<file path="src/rtl/router_ni_pkg.sv">
// Shared definitions for the router injection network interface: channel and
// flow-control bit offsets, FSM state type and the round-robin VC picker.
package router_ni_pkg;

    localparam int NUM_VCS         = 4;
    localparam int VC_W            = 2;
    localparam int DEF_BUF_DEPTH   = 8;
    localparam int DEF_DATA_W      = 64;

    // Channel word, bit 0 first: valid, head, tail, vc[1:0], reserved, data.
    localparam int CH_VALID   = 0;
    localparam int CH_HEAD    = 1;
    localparam int CH_TAIL    = 2;
    localparam int CH_VC_LO   = 3;
    localparam int CH_VC_HI   = 4;
    localparam int CH_RSVD    = 5;
    localparam int CH_DATA_LO = 6;
    localparam int CH_DATA_HI = CH_DATA_LO + DEF_DATA_W - 1;

    localparam int FC_VALID   = 0;
    localparam int FC_VC_LO   = 1;
    localparam int FC_VC_HI   = 2;
    localparam int FC_W       = 3;

    typedef logic [VC_W-1:0] vc_t;

    typedef enum logic {
        IDLE = 1'b0,
        BUSY = 1'b1
    } ni_state_e;

    // First eligible VC at or after start, wrapping; returns start if none.
    function automatic vc_t rr_pick(input logic [NUM_VCS-1:0] eligible, input vc_t start);
        vc_t pick;
        vc_t idx;
        pick = start;
        for (int k = NUM_VCS - 1; k >= 0; k--) begin
            idx = start + vc_t'(k);
            if (eligible[idx]) begin
                pick = idx;
            end
        end
        return pick;
    endfunction

endpackage

</file>
<file path="src/rtl/router_ni_credit_ctr.sv">
// Per-VC downstream credit counter: resets full, decrements on send,
// increments on credit return, and flags a return arriving while already full.
module router_ni_credit_ctr #(
    parameter int DEPTH = 8,
    parameter int W     = 4
) (
    input  logic         clk,
    input  logic         reset,
    input  logic         inc,
    input  logic         dec,
    output logic [W-1:0] count,
    output logic         full,
    output logic         overflow
);

    logic [W-1:0] count_reg;

    assign count    = count_reg;
    assign full     = (count_reg == W'(DEPTH));
    // A return cancelled by a same-cycle send never overflows.
    assign overflow = inc && !dec && full;

    always_ff @(posedge clk or negedge reset) begin
        if (!reset) begin
            count_reg <= W'(DEPTH);
        end else if (inc && !dec && !full) begin
            count_reg <= count_reg + W'(1);
        end else if (dec && !inc && (count_reg != '0)) begin
            count_reg <= count_reg - W'(1);
        end
    end

endmodule

</file>
<file path="src/rtl/router_inject_ni.sv">
// Injection network interface: accepts terminal flits, allocates a VC per
// packet round-robin among empty downstream buffers, and registers the channel word.
module router_inject_ni
    import router_ni_pkg::*;
#(
    parameter int BUF_DEPTH = DEF_BUF_DEPTH,
    parameter int DATA_W    = DEF_DATA_W
) (
    input  logic                       clk,
    input  logic                       reset,
    input  logic                       in_valid,
    input  logic                       in_head,
    input  logic                       in_tail,
    input  logic [DATA_W-1:0]          in_data,
    output logic                       in_ready,
    output logic [CH_DATA_LO+DATA_W-1:0] channel_out,
    input  logic [FC_W-1:0]            flow_ctrl_in,
    output logic                       error
);

    localparam int CHAN_W = CH_DATA_LO + DATA_W;
    localparam int CRED_W = $clog2(BUF_DEPTH + 1);

    ni_state_e           state_reg, state_next;
    vc_t                 cur_vc_reg, cur_vc_next;
    vc_t                 rr_ptr_reg, rr_ptr_next;
    logic [CHAN_W-1:0]   channel_reg, channel_next;
    logic                error_reg;

    logic [CRED_W-1:0]   credit [NUM_VCS];
    logic [NUM_VCS-1:0]  eligible;
    logic [NUM_VCS-1:0]  overflow;
    logic [NUM_VCS-1:0]  credit_inc;
    logic [NUM_VCS-1:0]  credit_dec;

    vc_t                 alloc_vc;
    vc_t                 send_vc;
    vc_t                 fc_vc;
    logic                send;
    logic                proto_err;

    assign fc_vc    = flow_ctrl_in[FC_VC_HI:FC_VC_LO];
    assign alloc_vc = rr_pick(eligible, rr_ptr_reg);

    genvar gi;
    generate
        for (gi = 0; gi < NUM_VCS; gi++) begin : g_vc
            assign credit_inc[gi] = flow_ctrl_in[FC_VALID] && (fc_vc == vc_t'(gi));
            assign credit_dec[gi] = send && (send_vc == vc_t'(gi));

            router_ni_credit_ctr #(
                .DEPTH (BUF_DEPTH),
                .W     (CRED_W)
            ) u_credit (
                .clk      (clk),
                .reset    (reset),
                .inc      (credit_inc[gi]),
                .dec      (credit_dec[gi]),
                .count    (credit[gi]),
                .full     (eligible[gi]),
                .overflow (overflow[gi])
            );
        end
    endgenerate

    // in_ready is gated by reset so every output reads 0 while reset is held.
    always_comb begin
        state_next  = state_reg;
        cur_vc_next = cur_vc_reg;
        rr_ptr_next = rr_ptr_reg;
        in_ready    = 1'b0;
        send        = 1'b0;
        send_vc     = cur_vc_reg;
        proto_err   = 1'b0;

        case (state_reg)
            IDLE: begin
                in_ready = reset && (|eligible);
                if (in_valid && in_ready) begin
                    if (in_head) begin
                        send        = 1'b1;
                        send_vc     = alloc_vc;
                        cur_vc_next = alloc_vc;
                        rr_ptr_next = alloc_vc + vc_t'(1);
                        if (!in_tail) begin
                            state_next = BUSY;
                        end
                    end else begin
                        // Body/tail with no open packet is dropped.
                        proto_err = 1'b1;
                    end
                end
            end
            BUSY: begin
                in_ready = reset && (credit[cur_vc_reg] != '0);
                if (in_valid && in_ready) begin
                    send = 1'b1;
                    if (in_head) begin
                        proto_err = 1'b1;
                    end
                    if (in_tail) begin
                        state_next = IDLE;
                    end
                end
            end
            default: begin
                state_next = IDLE;
            end
        endcase
    end

    always_comb begin
        channel_next = '0;
        if (send) begin
            channel_next[CH_VALID]                       = 1'b1;
            channel_next[CH_HEAD]                        = in_head;
            channel_next[CH_TAIL]                        = in_tail;
            channel_next[CH_VC_HI:CH_VC_LO]              = send_vc;
            channel_next[CH_DATA_LO+DATA_W-1:CH_DATA_LO] = in_data;
        end
    end

    always_ff @(posedge clk or negedge reset) begin
        if (!reset) begin
            state_reg   <= IDLE;
            cur_vc_reg  <= '0;
            rr_ptr_reg  <= '0;
            channel_reg <= '0;
            error_reg   <= 1'b0;
        end else begin
            state_reg   <= state_next;
            cur_vc_reg  <= cur_vc_next;
            rr_ptr_reg  <= rr_ptr_next;
            channel_reg <= channel_next;
            error_reg   <= error_reg | proto_err | (|overflow);
        end
    end

    assign channel_out = channel_reg;
    assign error       = error_reg;

endmodule
</file>
<file path="config.mk">
export PLATFORM = sky130hd
export DESIGN_NAME = router_inject_ni
export DESIGN_NICKNAME = d
export VERILOG_FILES = /design/src/rtl/router_ni_pkg.sv /design/src/rtl/router_ni_credit_ctr.sv /design/src/rtl/router_inject_ni.sv
export SDC_FILE = /design/constraint.sdc
export NUM_CORES = 1
export LEC_CHECK = 0
export ABC_AREA = 0
export CAP_MARGIN = 5
export CELL_PAD_IN_SITES_DETAIL_PLACEMENT = 1
export CELL_PAD_IN_SITES_GLOBAL_PLACEMENT = 2
export CORE_ASPECT_RATIO = 2
export CORE_MARGIN = 2
export CORE_UTILIZATION = 30
export DETAILED_ROUTE_END_ITERATION = 16
export PLACE_DENSITY = 0.89
export RECOVER_POWER = 50
export REMOVE_ABC_BUFFERS = 1
export SLEW_MARGIN = 20
export SYNTH_ARGS = -nofsm -noshare
export SYNTH_HDL_FRONTEND = slang
export SYNTH_SLANG_ARGS = --single-unit
export TNS_END_PERCENT = 100
</file>
<file path="constraint.sdc">
create_clock -name clk -period 9.05 [get_ports clk]
set_input_delay 1.81 -clock clk [delete_from_list [all_inputs] [get_ports clk]]
set_output_delay 1.81 -clock clk [all_outputs]
set_load 0.03 [all_outputs]
</file>
# Word-level counts from Yosys, hierarchy flattened

Index checks and enable logic that the tools add are counted.

Output and inout port bits: 72
Flip-flop bits (word level): 91
Bits of input ports: 72
Logic and storage cells: 140

$add $sub $neg: 12
Reduce and logical (&&, ||, !) cells: 58
Eq/ne operators: 10
Bitwise operators: 4
Multiplexer cells: 42
Magnitude comparators: 5

Operators with widths:

| kind                  | count |
|---|---|
| $mux W64              | 1 |
| $mux W4               | 10 |
| $logic_and A1 B1 Y1   | 32 |
| $reduce_bool A4 Y1    | 5 |
| $add A4 B1 Y4 const B | 4 |
| $eq A4 B4 Y1 const B  | 4 |
| $sub A4 B1 Y4 const B | 4 |
| $mux W1               | 14 |
| $mux W2               | 7 |
| $logic_not A1 Y1      | 12 |
| $lt A2 B3 Y1 const B  | 4 |
| $bmux W1 S2           | 4 |
| $bmux W4 S2           | 1 |
| $eq A2 B2 Y1 const B  | 4 |
| $pmux W1 S2           | 4 |
| $reduce_bool A2 Y1    | 4 |
| $reduce_or A4 Y1      | 2 |
| $mux W5               | 1 |
| $add A2 B1 Y2 const B | 2 |
| $add A2 B2 Y2 const B | 2 |
| $eq A2 B1 Y1 const B  | 2 |
| $logic_not A2 Y1      | 2 |
| $ge A3 B3 Y1 const B  | 1 |
| $not A2 Y3            | 1 |
| 3 further kinds       | 4 |

# Longest topological paths before layout

Gate-level depths: netlist of the first run.

Depth after elaboration: 17
Depth in mapped cells: 14
Gate-level depth less buffers: 13

# Hierarchy

Synthesis of the first run repeated with hierarchy kept, for this count alone.

Cell total of the unflattened synthesis: 318
Area total of the unflattened synthesis: 4041.4 um^2

Modules (own cells, without submodules):

| module               | area an instance (um^2) | cells an instance | seq. area each (um^2) | times used |
|---|---|---|---|---|
| router_inject_ni     | 2735.1                  | 206               | 1876.8                | 1 |
| router_ni_credit_ctr | 326.6                   | 28                | 101.3                 | 4 |

# Worst setup path before layout of the first run

Ideal clock, no wire load.

Kind: input -> register
Start: input port reset
End: register g_vc[2].u_credit.count_reg[3]
Setup slack: 4668 ps
Data arrival time: 4289 ps
Buffers on the path: 0
Setup time: 94 ps
Stages on the path: 12
Data required time: 8956 ps
Cells stage by stage: nor2b_1 > o41ai_2 > nor2_2 > mux2_4 > inv_2 > a31oi_1 > nand2_1 > ha_1 > a21o_2 > a21oi_1 > or3_1 > mux4_2

Cells in the longest elaborated chain, start to end: 10
Elaborated cells between the ends (all ways): 18
Classes of those cells: eq/ne (1); mux (6); reduce/logical (11)

RTL lines:

| element                                              | line                       | RTL |
|---|---|---|
| start, declared                                      | router_inject_ni.sv:10     | `input logic reset,` |
| $logic_and A1 B1 Y1                                  | router_inject_ni.sv:78     | `in_ready = reset && (\|eligible);` |
| $logic_and A1 B1 Y1                                  | router_inject_ni.sv:79     | `if (in_valid && in_ready) begin` |
| $mux W2 (2 in a row)                                 | -                          |  |
| $eq A2 B2 Y1                                         | router_inject_ni.sv:49     | `assign credit_dec[gi] = send && (send_vc == vc_t'(gi));` |
| $logic_and A1 B1 Y1 (*)                              | router_inject_ni.sv:49     |  |
| $logic_not A1 Y1                                     | router_ni_credit_ctr.sv:26 | `end else if (inc && !dec && !full) begin` |
| $logic_and A1 B1 Y1 (2 in a row)                     | router_ni_credit_ctr.sv:26 |  |
| $mux W4 / $reduce_bool A2 Y1 (equally long branches) | -                          |  |
| end signal, assigned                                 | router_ni_credit_ctr.sv:25 | `count_reg <= W'(DEPTH);` |
| end signal, assigned                                 | router_ni_credit_ctr.sv:27 | `count_reg <= count_reg + W'(1);` |
| end signal, assigned                                 | router_ni_credit_ctr.sv:29 | `count_reg <= count_reg - W'(1);` |
| end, declared                                        | router_ni_credit_ctr.sv:16 | `logic [W-1:0] count_reg;` |

Mark *: on every way between the ends. The rest lies on a longest branch, timed or not.
A chain may end at the register's enable or synchronous reset.

# Final worst setup path of the first run

Start: input port reset
End: output port in_ready

Cells in the longest elaborated chain, start to end: 2
Elaborated cells between the ends (all ways): 3
Classes of those cells: mux (1); reduce/logical (2)

RTL lines:

| element                                       | line                                           | RTL |
|---|---|---|
| $logic_and A1 B1 Y1, on equally long branches | router_inject_ni.sv:95, router_inject_ni.sv:78 |  |
| $pmux W1 S2 (*)                               | router_inject_ni.sv:76                         | `case (state_reg)` |
| end, declared                                 | router_inject_ni.sv:15                         | `output logic in_ready,` |

Marked as above.

==> flow_results.xml, run 1 <==
<?xml version="1.0" encoding="UTF-8"?>
<metrics>
  <group name="floorplan">
    <metric name="die-width" unit="um">85.7</metric>
    <metric name="initial_core_util" unit="%">30.7</metric>
    <metric name="io-pin-count" unit="">144</metric>
    <metric name="die_y" unit="um">167</metric>
    <metric name="die_area" unit="um^2">14400</metric>
    <metric name="design.core.area" unit="um^2">13100</metric>
    <metric name="row_count" unit="">59</metric>
  </group>
  <group name="grt">
    <metric name="gr-usage-all-layers" unit="%">16.3</metric>
    <metric name="maximum_number_of_pins_on_one_net_before_global_route_repair" unit="">53</metric>
    <metric name="grt_util_met3" unit="%">4.73</metric>
    <metric name="gr-max-usage-layer" unit="">met2</metric>
    <metric name="grt_antenna_before_repair" unit="">0</metric>
    <metric name="grt_overflow_total" unit="">0</metric>
    <metric name="first_global_vias" unit="">3443</metric>
    <metric name="grt_use_met1" unit="%">16.4</metric>
    <metric name="grtUsageMet2" unit="%">29.6</metric>
    <metric name="grt_pass1_wl" unit="mm">18.0</metric>
  </group>
  <group name="cells_and_area">
    <metric name="areaGrowthSynthToFinish" unit="%">46.6</metric>
    <metric name="layout.cell_area.non_filler" unit="um^2">5880</metric>
    <metric name="layout.cells.most_common" unit="">clkdlybuf4s50_1</metric>
    <metric name="design.final.nets" unit="">556</metric>
    <metric name="drive_above_1_share" unit="%">9.43</metric>
    <metric name="commonest_cells_after_routing_fill_and_taps_aside" unit="">clkdlybuf4s50_1 (109), dfrtp_1 (87), and2_1 (68), dlygate4sd3_1 (32)</metric>
    <metric name="largest_register_ff_count" unit="">69</metric>
    <metric name="antenna_cells" unit="">0</metric>
    <metric name="finalNonFillerCells" unit="">629</metric>
  </group>
  <group name="power_and_ir_drop">
    <metric name="fin_total_pwr" unit="mW">1.59</metric>
    <metric name="p_leak" unit="nW">2.65</metric>
    <metric name="power_density" unit="nW/um^2">270</metric>
    <metric name="power.ir.vdd_worst" unit="uV">111</metric>
  </group>
  <group name="worst_setup_path">
    <metric name="cell_chain_critical_path" unit="">clkbuf_1 -&gt; inv_1 -&gt; a41oi_1 -&gt; nand4_1 -&gt; nand2_1 -&gt; clkdlybuf4s50_1</metric>
    <metric name="crit_path_top_delay_cell" unit="">clkbuf_1</metric>
    <metric name="timing.critical_path.from" unit="">reset</metric>
    <metric name="reg2reg_setup_slack" unit="ns">4.66</metric>
    <metric name="rr_startpoint" unit="">g_vc[1].u_credit.count[3]</metric>
    <metric name="worstPathArrival" unit="ns">5.00</metric>
    <metric name="critical_path.endpoint_type" unit="">output port</metric>
    <metric name="critical_path.reg2reg.endpoint" unit="">g_vc[2].u_credit.count[3]</metric>
    <metric name="cpPeakStageDelay" unit="ns">1.62</metric>
    <metric name="worstPathMaxFanout" unit="">43</metric>
    <metric name="timing.reg2reg.worst_path_depth" unit="">12</metric>
    <metric name="timing.critical_path.to" unit="">in_ready</metric>
    <metric name="critical_path.startpoint_type" unit="">input port</metric>
    <metric name="worstSetupPathType" unit="">in -&gt; out</metric>
    <metric name="required_time_at_the_endpoint_of_the_critical_path" unit="ns">7.24</metric>
  </group>
  <group name="timing">
    <metric name="setup-violations-final" unit="">0</metric>
    <metric name="maxSlewViolCount" unit="">97</metric>
    <metric name="timing.slew.headroom" unit="%">-85.4</metric>
    <metric name="summed_negative_setup_slack_over_all_endpoints" unit="ns">0</metric>
    <metric name="post_route_fraction_of_the_period_consumed_by_the_critical_path" unit="%">75.3</metric>
    <metric name="final.min_clock_period" unit="ns">6.81</metric>
    <metric name="timing_hold_violations_final" unit="">0</metric>
    <metric name="rsz0062_at_grt" unit="">no</metric>
    <metric name="max_clock_freq" unit="MHz">147</metric>
    <metric name="finalClockSkew" unit="ns">0.00954</metric>
    <metric name="worst_pin_slew" unit="ns">2.78</metric>
  </group>
  <group name="yosys">
    <metric name="ys_seq_elements" unit="">91</metric>
    <metric name="synthesis.yosys.warnings" unit="">0</metric>
    <metric name="number_of_enable_flip_flop_cells_after_synthesis" unit="">0</metric>
    <metric name="postSynthAreaPerCell" unit="um^2">12.3</metric>
    <metric name="syn_inst" unit="">327</metric>
    <metric name="postSynth.topFlopCell" unit="">dfrtp_1</metric>
    <metric name="async_flop_share" unit="%">100</metric>
    <metric name="synth.cell_area" unit="um^2">4010</metric>
    <metric name="ys_seq_area_share" unit="%">56.9</metric>
    <metric name="synth.distinct_cells" unit="">64</metric>
  </group>
  <group name="cts">
    <metric name="ctsHtreeMaxLevel" unit="">3</metric>
    <metric name="worstSkewPairLatency" unit="ns">0.34</metric>
    <metric name="cts_resized" unit="">0</metric>
    <metric name="root_buffer" unit="">clkbuf_16</metric>
    <metric name="tritoncts_clock_tree" unit="">done</metric>
    <metric name="clock_sink_count" unit="">91</metric>
    <metric name="cts-hold-fix-buffers" unit="">0</metric>
    <metric name="postCtsSetupRepairBufs" unit="">0</metric>
    <metric name="clock_tree.buffer_depth" unit="">2</metric>
    <metric name="cts-buffers-inserted" unit="">9</metric>
    <metric name="worst_setup_hold_path_clk_slew" unit="ns">0.07</metric>
  </group>
  <group name="run">
    <metric name="timing.max_cap.violations" unit="">2</metric>
  </group>
  <group name="route">
    <metric name="routed-via-count" unit="">3060</metric>
    <metric name="wl_final" unit="mm">11.0</metric>
    <metric name="antenna_violating_nets_post_route" unit="">0</metric>
    <metric name="post_drt_wl_per_cell" unit="um">17.6</metric>
    <metric name="post_drt_via_cell_ratio" unit="">4.86</metric>
    <metric name="drc_violations" unit="">1</metric>
    <metric name="dr.pass1.iters" unit="">12</metric>
    <metric name="drt_iter0_drc" unit="">100</metric>
  </group>
  <group name="placement">
    <metric name="detailedPlacementHpwl" unit="mm">8.62</metric>
    <metric name="placement.io_buffers" unit="">142</metric>
    <metric name="globalplace.congestion" unit="">0.861</metric>
    <metric name="placement.cell_area" unit="um^2">5600</metric>
    <metric name="dp.cells" unit="">613</metric>
  </group>
  <group name="worst_hold_path">
    <metric name="hold_path.class" unit="">reg -&gt; reg</metric>
    <metric name="whs_path_depth" unit="">1</metric>
  </group>
  <group name="outcome">
    <metric name="violated_checks" unit="">DRC, capacitance limit, slew limit</metric>
    <metric name="status" unit="">finished, violations left</metric>
  </group>
</metrics>
[critical path, delay by kind of cell]
family,cells,cell delay [ns]
buffers and inverters,3,2.42
and+or+nand+nor,2,0.43
AOI/OAI and AO/OA,1,0.32
[worst min path at each step]
stage / from / to / slack [ns]
after floorplan: state_reg / state_reg / 0.50
after CTS: state_reg / state_reg / 0.56
after detailed placement: state_reg / state_reg / 0.54
after global routing: state_reg / state_reg / 0.60
final: state_reg / state_reg / 0.56
after global placement: state_reg / state_reg / 0.53
[layer usage]
| metal | up-vias | part of all wire, % |
|---|---|---|
| li1 | 1424 | - |
| met5 | - | 0 |
| met1 | 1510 | 33 |
| met2 | 100 | 58 |
| met4 | 0 | 3.8 |
| met3 | 26 | 5.4 |
[Yosys cell counts, drive strengths merged (5+ instances only)]
cell / number / share of area, %
and2: 68 / 11
nor2: 12 / 1.2
buf: 6 / 0.97
a21oi: 8 / 1.0
mux2i: 7 / 1.7
clkbuf: 7 / 0.66
o2bb2ai: 9 / 2.0
a31oi: 5 / 1.2
inv: 10 / 1.0
nand4: 6 / 0.94
xnor2: 8 / 1.7
a21o: 5 / 0.97
nand2: 12 / 1.1
ha: 8 / 2.5
dfrtp: 87 / 54
[final cells by class]
| class | count | area (um^2) |
|---|---|---|
| well taps | 152 | 190 |
| clock buffers | 9 | 225 |
| inverters | 10 | 40.0 |
| multi-input cells | 213 | 1630 |
| flip-flops and latches | 91 | 2280 |
| fillers | 1406 | 7190 |
| clock inverters | 7 | 58.8 |
| repair buffers | 147 | 1450 |
[logic make-up (layout without fill, tap and decap cells)]
family | count (synthesis) | after routing | synth area share (%)
and+or+nand+nor | 134 | 134 | 21.0
xor gates and xnor gates | 11 | 11 | 2.40
muxes | 11 | 11 | 3.53
DFF | 91 | 91 | 56.9
other | 1 | 1 | 0.0935
adders and majority gates | 12 | 12 | 4.49
AOI/OAI and AO/OA | 44 | 44 | 8.96
buffers and inverters | 23 | 173 | 2.62
[per-stage QoR]
step	utilization, %	hold WS (ns)	setup WS [ns]
final	45.0	0.562	2.24
after global routing	45.0	0.602	1.57
after CTS	45.0	0.560	3.45
after detailed placement	42.9	0.544	3.13
after global placement	42.9	0.531	3.38
after floorplan	-	0.499	1.94
[power breakdown]
| part | internal (mW) | switching, mW |
|---|---|---|
| Sequential | 0.502 | 0.0862 |
| Clock | 0.191 | 0.169 |
| Combinational | 0.289 | 0.350 |
| Total | 0.982 | 0.606 |
Note: power is estimated with default switching activity, not from simulation.
==> run 2, diff against run 1 <==
CORE_UTILIZATION = 25   (was 30)
PLACE_DENSITY = 0.8   (was 0.89)
clock period = 5.6 ns   (was 9.05 ns; I/O delays follow)
==> run 2 against run 1 <==
  * The run now ends clean
  * Clock power is 57% higher
  * Final cell count is 7.6% higher
  * Register-to-register slack worse by 3.4 ns
  * Hold slack better by 0.015 ns
  * Critical path depth is 5 higher
  * Sequential share of layout area is 0.23 points lower
  * First-iteration DRC count is 18% lower
  * Cell area is 0.60% higher
  * Worst setup slack worse by 1.0 ns
  * Sequential power is 63% higher
==> flow_results.xml, run 2 (synthesized netlist as in run 1, its figures left out) <==
<?xml version="1.0" encoding="UTF-8"?>
<metrics>
  <group name="outcome">
    <metric name="status" unit="">completed</metric>
  </group>
  <group name="timing">
    <metric name="post_route_fraction_of_the_period_consumed_by_the_critical_path" unit="%">78.2</metric>
    <metric name="finalClockSkew" unit="ns">0.00756</metric>
    <metric name="max_clock_freq" unit="MHz">228</metric>
    <metric name="timing.slew.headroom" unit="%">36.0</metric>
    <metric name="rsz0062_at_grt" unit="">no</metric>
    <metric name="final.min_clock_period" unit="ns">4.38</metric>
    <metric name="maxSlewViolCount" unit="">0</metric>
    <metric name="worst_pin_slew" unit="ns">0.946</metric>
    <metric name="worst_hold_slack" unit="ns">0.576</metric>
    <metric name="summed_negative_setup_slack_over_all_endpoints" unit="ns">0</metric>
    <metric name="timing_hold_violations_final" unit="">0</metric>
    <metric name="setup-violations-final" unit="">0</metric>
  </group>
  <group name="cells_and_area">
    <metric name="largest_register_ff_count" unit="">69</metric>
    <metric name="sequential_cell_area" unit="um^2">2280</metric>
    <metric name="areaGrowthSynthToFinish" unit="%">47.4</metric>
    <metric name="design.final.nets" unit="">555</metric>
    <metric name="commonest_cells_after_routing_fill_and_taps_aside" unit="">clkdlybuf4s50_1 (110), dfrtp_1 (87), and2_1 (68), dlygate4sd3_1 (31)</metric>
    <metric name="layout.cells.most_common" unit="">clkdlybuf4s50_1</metric>
    <metric name="n_fill_cell" unit="">1757</metric>
    <metric name="antenna_cells" unit="">0</metric>
    <metric name="drive_above_1_share" unit="%">9.03</metric>
    <metric name="finalNonFillerCells" unit="">677</metric>
    <metric name="multi_input_comb_area" unit="um^2">1620</metric>
  </group>
  <group name="power_and_ir_drop">
    <metric name="p_leak" unit="nW">2.64</metric>
    <metric name="power.ir.vdd_worst" unit="uV">153</metric>
    <metric name="power_density" unit="nW/um^2">432</metric>
  </group>
  <group name="route">
    <metric name="drt_iter0_drc" unit="">82</metric>
    <metric name="drc_violations" unit="">0</metric>
    <metric name="post_drt_wl_per_cell" unit="um">17.4</metric>
    <metric name="dr.pass1.iters" unit="">6</metric>
    <metric name="post_drt_via_cell_ratio" unit="">4.57</metric>
    <metric name="antenna_violating_nets_post_route" unit="">0</metric>
    <metric name="routed-via-count" unit="">3093</metric>
    <metric name="wl_final" unit="mm">11.7</metric>
  </group>
  <group name="cts">
    <metric name="cts-buffers-inserted" unit="">9</metric>
    <metric name="worstSkewPairLatency" unit="ns">0.34</metric>
    <metric name="tritoncts_clock_tree" unit="">done</metric>
    <metric name="root_buffer" unit="">clkbuf_16</metric>
    <metric name="cts_resized" unit="">0</metric>
    <metric name="clock_tree.buffer_depth" unit="">2</metric>
    <metric name="clock_sink_count" unit="">91</metric>
    <metric name="worst_setup_hold_path_clk_slew" unit="ns">0.06</metric>
    <metric name="postCtsSetupRepairBufs" unit="">0</metric>
    <metric name="ctsHtreeMaxLevel" unit="">3</metric>
    <metric name="cts-hold-fix-buffers" unit="">0</metric>
  </group>
  <group name="grt">
    <metric name="gr-usage-all-layers" unit="%">14.4</metric>
    <metric name="grt_antenna_before_repair" unit="">0</metric>
    <metric name="grt_overflow_total" unit="">0</metric>
    <metric name="maximum_number_of_pins_on_one_net_before_global_route_repair" unit="">65</metric>
    <metric name="grt_pass1_wl" unit="mm">18.6</metric>
    <metric name="first_global_vias" unit="">3513</metric>
  </group>
  <group name="placement">
    <metric name="detailedPlacementHpwl" unit="mm">9.11</metric>
    <metric name="placement.io_buffers" unit="">142</metric>
    <metric name="globalplace.congestion" unit="">0.751</metric>
    <metric name="dp.cells" unit="">661</metric>
  </group>
  <group name="worst_setup_path">
    <metric name="critical_path.startpoint_type" unit="">flip-flop</metric>
    <metric name="worst_path_dominant_cell_family" unit="">simple AND/OR/NAND/NOR gates</metric>
    <metric name="worstSetupPathType" unit="">reg -&gt; reg</metric>
    <metric name="cpPeakStageDelay" unit="ns">0.78</metric>
    <metric name="worstPathArrival" unit="ns">4.63</metric>
    <metric name="crit_path_top_delay_cell" unit="">nor4b_1</metric>
    <metric name="required_time_at_the_endpoint_of_the_critical_path" unit="ns">5.86</metric>
    <metric name="worstPathMaxFanout" unit="">6</metric>
    <metric name="path_buf_inv" unit="">0</metric>
    <metric name="critical_path.endpoint_type" unit="">flip-flop</metric>
    <metric name="cell_chain_critical_path" unit="">nor4b_1 -&gt; o41ai_2 -&gt; nor2_1 -&gt; a31oi_1 -&gt; a31oi_1 -&gt; nand2_1 -&gt; ha_1 -&gt; a21o_2 -&gt; a21oi_1 -&gt; nand2_1 -&gt; mux4_2</metric>
  </group>
  <group name="floorplan">
    <metric name="die_area" unit="um^2">17100</metric>
    <metric name="die-width" unit="um">93.5</metric>
    <metric name="io-pin-count" unit="">144</metric>
    <metric name="die_y" unit="um">183</metric>
    <metric name="row_count" unit="">65</metric>
    <metric name="initial_core_util" unit="%">25.4</metric>
    <metric name="design.core.area" unit="um^2">15800</metric>
  </group>
  <group name="worst_hold_path">
    <metric name="hold_path.class" unit="">reg -&gt; reg</metric>
  </group>
  <group name="run">
    <metric name="timing.max_cap.violations" unit="">0</metric>
  </group>
</metrics>
[run 2: power by group]
part | switching [mW] | total, mW | internal [mW]
Clock | 0.251 | 0.564 | 0.313
Sequential | 0.144 | 0.956 | 0.812
Combinational | 0.575 | 1.04 | 0.461
Total | 0.970 | 2.56 | 1.59
[run 2: metrics by stage]
| step | power, mW | worst slack [ns] | utilization (%) | instance area (um^2) |
|---|---|---|---|---|
| 3_5_place_dp | 2.04 | 1.03 | 35.8 | 5660 |
| 2_1_floorplan | 1.61 | -0.824 | - | 3940 |
| 6_report | 2.56 | 1.22 | 37.5 | 5910 |
| 3_3_place_gp | 1.99 | 1.18 | 35.8 | 5660 |
| 5_1_grt | 2.72 | 0.928 | 37.5 | 5910 |
| 4_1_cts | 2.62 | 1.35 | 37.6 | 5930 |
[run 2: per-layer routing]
layer	GRT usage (%)	part of all wire [%]	vias to the layer above
met2	28.9	60	90
met5	0	0	-
met3	3.20	4.3	21
li1	-	-	1421
met4	6.96	3.4	0
met1	12.9	32	1561
[run 2: final cells by class]
type	count	share of cell area, %
sequential	91	38.6
multi-input combinational	213	27.3
inverter	10	0.677
clock inverter	4	0.445
clock buffer	12	4.17
timing repair buffer	146	24.5
tap	201	4.25
[run 2: path summary, 6_finish.rpt]
kind                                            from                   endpoint  slack (ns)  cells past startpoint
max in group asynchronous                      reset            channel_out[32]        3.68                      2
max                        g_vc[2].u_credit.count[3]  g_vc[2].u_credit.count[3]        1.22                     11
max reg2reg                g_vc[2].u_credit.count[3]  g_vc[2].u_credit.count[3]        1.22                     11
min in group asynchronous                      reset  g_vc[0].u_credit.count[0]        0.72                      1
min                                        state_reg                  state_reg        0.58                      1
min reg2reg                                state_reg                  state_reg        0.58                      1
==> run 3, diff against run 2 <==
CORE_UTILIZATION = 28   (was 25)
PLACE_DENSITY = 0.85   (was 0.8)
clock period = 4.1 ns   (was 5.6 ns; I/O delays follow)
==> run 3 against run 2 <==
  * The flow now finishes with violations (capacitance limit, slew limit)
  * Critical path depth rose by 1
  * First-iteration DRC count grew 13%
  * Combinational power is 38% higher
  * Largest power group unchanged
==> flow_results.xml, run 3 (synthesized netlist as in run 1, its figures left out) <==
<?xml version="1.0" encoding="UTF-8"?>
<metrics>
  <group name="outcome">
    <metric name="status" unit="">finished, violations left</metric>
    <metric name="violated_checks" unit="">capacitance limit, slew limit</metric>
  </group>
  <group name="timing">
    <metric name="worst_pin_slew" unit="ns">1.86</metric>
    <metric name="timing.slew.headroom" unit="%">-24.0</metric>
    <metric name="maxSlewViolCount" unit="">74</metric>
    <metric name="max_clock_freq" unit="MHz">270</metric>
    <metric name="finalClockSkew" unit="ns">0.00822</metric>
    <metric name="rsz0062_at_grt" unit="">no</metric>
    <metric name="post_route_fraction_of_the_period_consumed_by_the_critical_path" unit="%">90.5</metric>
    <metric name="timing_hold_violations_final" unit="">0</metric>
    <metric name="worst_hold_slack" unit="ns">0.586</metric>
    <metric name="setup-violations-final" unit="">0</metric>
    <metric name="final.min_clock_period" unit="ns">3.71</metric>
  </group>
  <group name="cts">
    <metric name="worst_setup_hold_path_clk_slew" unit="ns">0.07</metric>
    <metric name="tritoncts_clock_tree" unit="">done</metric>
    <metric name="clock_sink_count" unit="">91</metric>
    <metric name="ctsHtreeMaxLevel" unit="">3</metric>
    <metric name="postCtsSetupRepairBufs" unit="">0</metric>
    <metric name="cts-buffers-inserted" unit="">9</metric>
    <metric name="cts_resized" unit="">0</metric>
    <metric name="worstSkewPairLatency" unit="ns">0.35</metric>
    <metric name="cts-hold-fix-buffers" unit="">0</metric>
    <metric name="clock_tree.buffer_depth" unit="">2</metric>
    <metric name="root_buffer" unit="">clkbuf_16</metric>
  </group>
  <group name="cells_and_area">
    <metric name="design.final.nets" unit="">564</metric>
    <metric name="commonest_cells_after_routing_fill_and_taps_aside" unit="">clkdlybuf4s50_1 (112), dfrtp_1 (87), and2_1 (68), dlygate4sd3_1 (29), nand2_1 (12)</metric>
    <metric name="n_fill_cell" unit="">1508</metric>
    <metric name="multi_input_comb_area" unit="um^2">1630</metric>
    <metric name="layout.cells.most_common" unit="">clkdlybuf4s50_1</metric>
    <metric name="areaGrowthSynthToFinish" unit="%">50.2</metric>
    <metric name="antenna_cells" unit="">0</metric>
    <metric name="sequential_cell_area" unit="um^2">2280</metric>
    <metric name="layout.cell_area.non_filler" unit="um^2">6020</metric>
    <metric name="drive_above_1_share" unit="%">10.9</metric>
    <metric name="largest_register_ff_count" unit="">69</metric>
  </group>
  <group name="worst_setup_path">
    <metric name="critical_path.endpoint_type" unit="">flip-flop</metric>
    <metric name="worstPathArrival" unit="ns">3.98</metric>
    <metric name="crit_path_top_delay_cell" unit="">dfstp_1</metric>
    <metric name="cpPeakStageDelay" unit="ns">0.60</metric>
    <metric name="worstPathMaxFanout" unit="">6</metric>
    <metric name="cell_chain_critical_path" unit="">nor4b_2 -&gt; a21oi_1 -&gt; a32oi_1 -&gt; mux2_4 -&gt; inv_2 -&gt; a31oi_1 -&gt; nand2_1 -&gt; ha_1 -&gt; a21o_2 -&gt; a21oi_1 -&gt; nand2_1 -&gt; mux4_2</metric>
    <metric name="required_time_at_the_endpoint_of_the_critical_path" unit="ns">4.37</metric>
    <metric name="critical_path.startpoint_type" unit="">flip-flop</metric>
    <metric name="worst_path_dominant_cell_family" unit="">compound AO/OA/AOI/OAI gates</metric>
    <metric name="worstSetupPathType" unit="">reg -&gt; reg</metric>
    <metric name="path_buf_inv" unit="">1</metric>
  </group>
  <group name="floorplan">
    <metric name="die-width" unit="um">88.6</metric>
    <metric name="die_y" unit="um">173</metric>
    <metric name="design.core.area" unit="um^2">14000</metric>
    <metric name="initial_core_util" unit="%">28.7</metric>
    <metric name="row_count" unit="">61</metric>
    <metric name="die_area" unit="um^2">15300</metric>
    <metric name="io-pin-count" unit="">144</metric>
  </group>
  <group name="grt">
    <metric name="grt_overflow_total" unit="">0</metric>
    <metric name="gr-usage-all-layers" unit="%">15.4</metric>
    <metric name="grt_use_met1" unit="%">14.7</metric>
    <metric name="grt_pass1_wl" unit="mm">17.8</metric>
    <metric name="grt_util_met3" unit="%">3.57</metric>
    <metric name="first_global_vias" unit="">3313</metric>
    <metric name="gr-max-usage-layer" unit="">met2</metric>
    <metric name="grtUsageMet2" unit="%">29.1</metric>
    <metric name="maximum_number_of_pins_on_one_net_before_global_route_repair" unit="">74</metric>
    <metric name="grt_antenna_before_repair" unit="">0</metric>
  </group>
  <group name="run">
    <metric name="timing.max_cap.violations" unit="">1</metric>
  </group>
  <group name="route">
    <metric name="post_drt_wl_per_cell" unit="um">16.6</metric>
    <metric name="post_drt_via_cell_ratio" unit="">4.58</metric>
    <metric name="routed-via-count" unit="">3087</metric>
    <metric name="dr.pass1.iters" unit="">4</metric>
    <metric name="drc_violations" unit="">0</metric>
    <metric name="antenna_violating_nets_post_route" unit="">0</metric>
    <metric name="drt_iter0_drc" unit="">93</metric>
    <metric name="wl_final" unit="mm">11.2</metric>
  </group>
  <group name="power_and_ir_drop">
    <metric name="power.ir.vdd_worst" unit="uV">259</metric>
    <metric name="p_leak" unit="nW">2.70</metric>
    <metric name="power_density" unit="nW/um^2">603</metric>
  </group>
  <group name="placement">
    <metric name="placement.io_buffers" unit="">142</metric>
    <metric name="placement.cell_area" unit="um^2">5710</metric>
    <metric name="globalplace.congestion" unit="">0.853</metric>
    <metric name="detailedPlacementHpwl" unit="mm">8.67</metric>
  </group>
  <group name="worst_hold_path">
    <metric name="hold_path.class" unit="">reg -&gt; reg</metric>
  </group>
</metrics>
## run 3: cell types whose count changed in the layout (fill, tap and decap cells not counted), moves of 2 or more
cell	before	now
clkdlybuf4s50_1	110	112
dlygate4sd3_1	31	29
buf_4	5	11
clkinv_4	1	3
bufinv_16	0	2
## run 3: layout make-up
| type | count | area share, % |
|---|---|---|
| Timing Repair Buffer | 155 | 25.0 |
| Tap cell | 189 | 3.93 |
| Clock inverter | 7 | 1.66 |
| Multi-Input combinational cell | 213 | 27.1 |
| Inverter | 10 | 0.665 |
| Clock buffer | 9 | 3.74 |
| Sequential cell | 91 | 37.9 |
## run 3: power breakdown
| group | total (mW) | switching, mW | internal, mW |
|---|---|---|---|
| sequential | 1.29 | 0.187 | 1.11 |
| combinational | 1.43 | 0.778 | 0.655 |
| clock | 0.906 | 0.368 | 0.538 |
## run 3: through the flow
stage	setup TNS [ns]	power (mW)	instances	setup slack (ns)	util (%)
final	0	3.63	674	0.390	43.1
after global routing	0	3.86	674	0.0681	43.1
after CTS	0	3.71	674	0.450	43.2
after detailed placement	0	2.78	658	0.365	40.9
after global placement	0	2.73	658	0.427	40.9
after floorplan	-45.46	2.20	314	-2.13	-
## run 3: path summary, 6_finish.rpt
check	from	end	slack (ns)	depth (start not counted)
setup reg to reg	g_vc[0].u_credit.count[3]	g_vc[2].u_credit.count[3]	0.39	12
max in group asynchronous	reset	channel_out[53]	1.81	2
setup / recovery	g_vc[0].u_credit.count[3]	g_vc[2].u_credit.count[3]	0.39	12
hold / removal	g_vc[1].u_credit.count[2]	g_vc[1].u_credit.count[2]	0.59	1
min in group asynchronous	reset	g_vc[0].u_credit.count[2]	0.80	2
hold reg to reg	g_vc[1].u_credit.count[2]	g_vc[1].u_credit.count[2]	0.59	1
## run 3: routing by layer
| metal | vias up | part of all wire (%) |
|---|---|---|
| met5 | - | 0 |
| met4 | 0 | 3.3 |
| met3 | 18 | 4.2 |
| met2 | 84 | 60 |
| met1 | 1551 | 32 |
| li1 | 1434 | - |
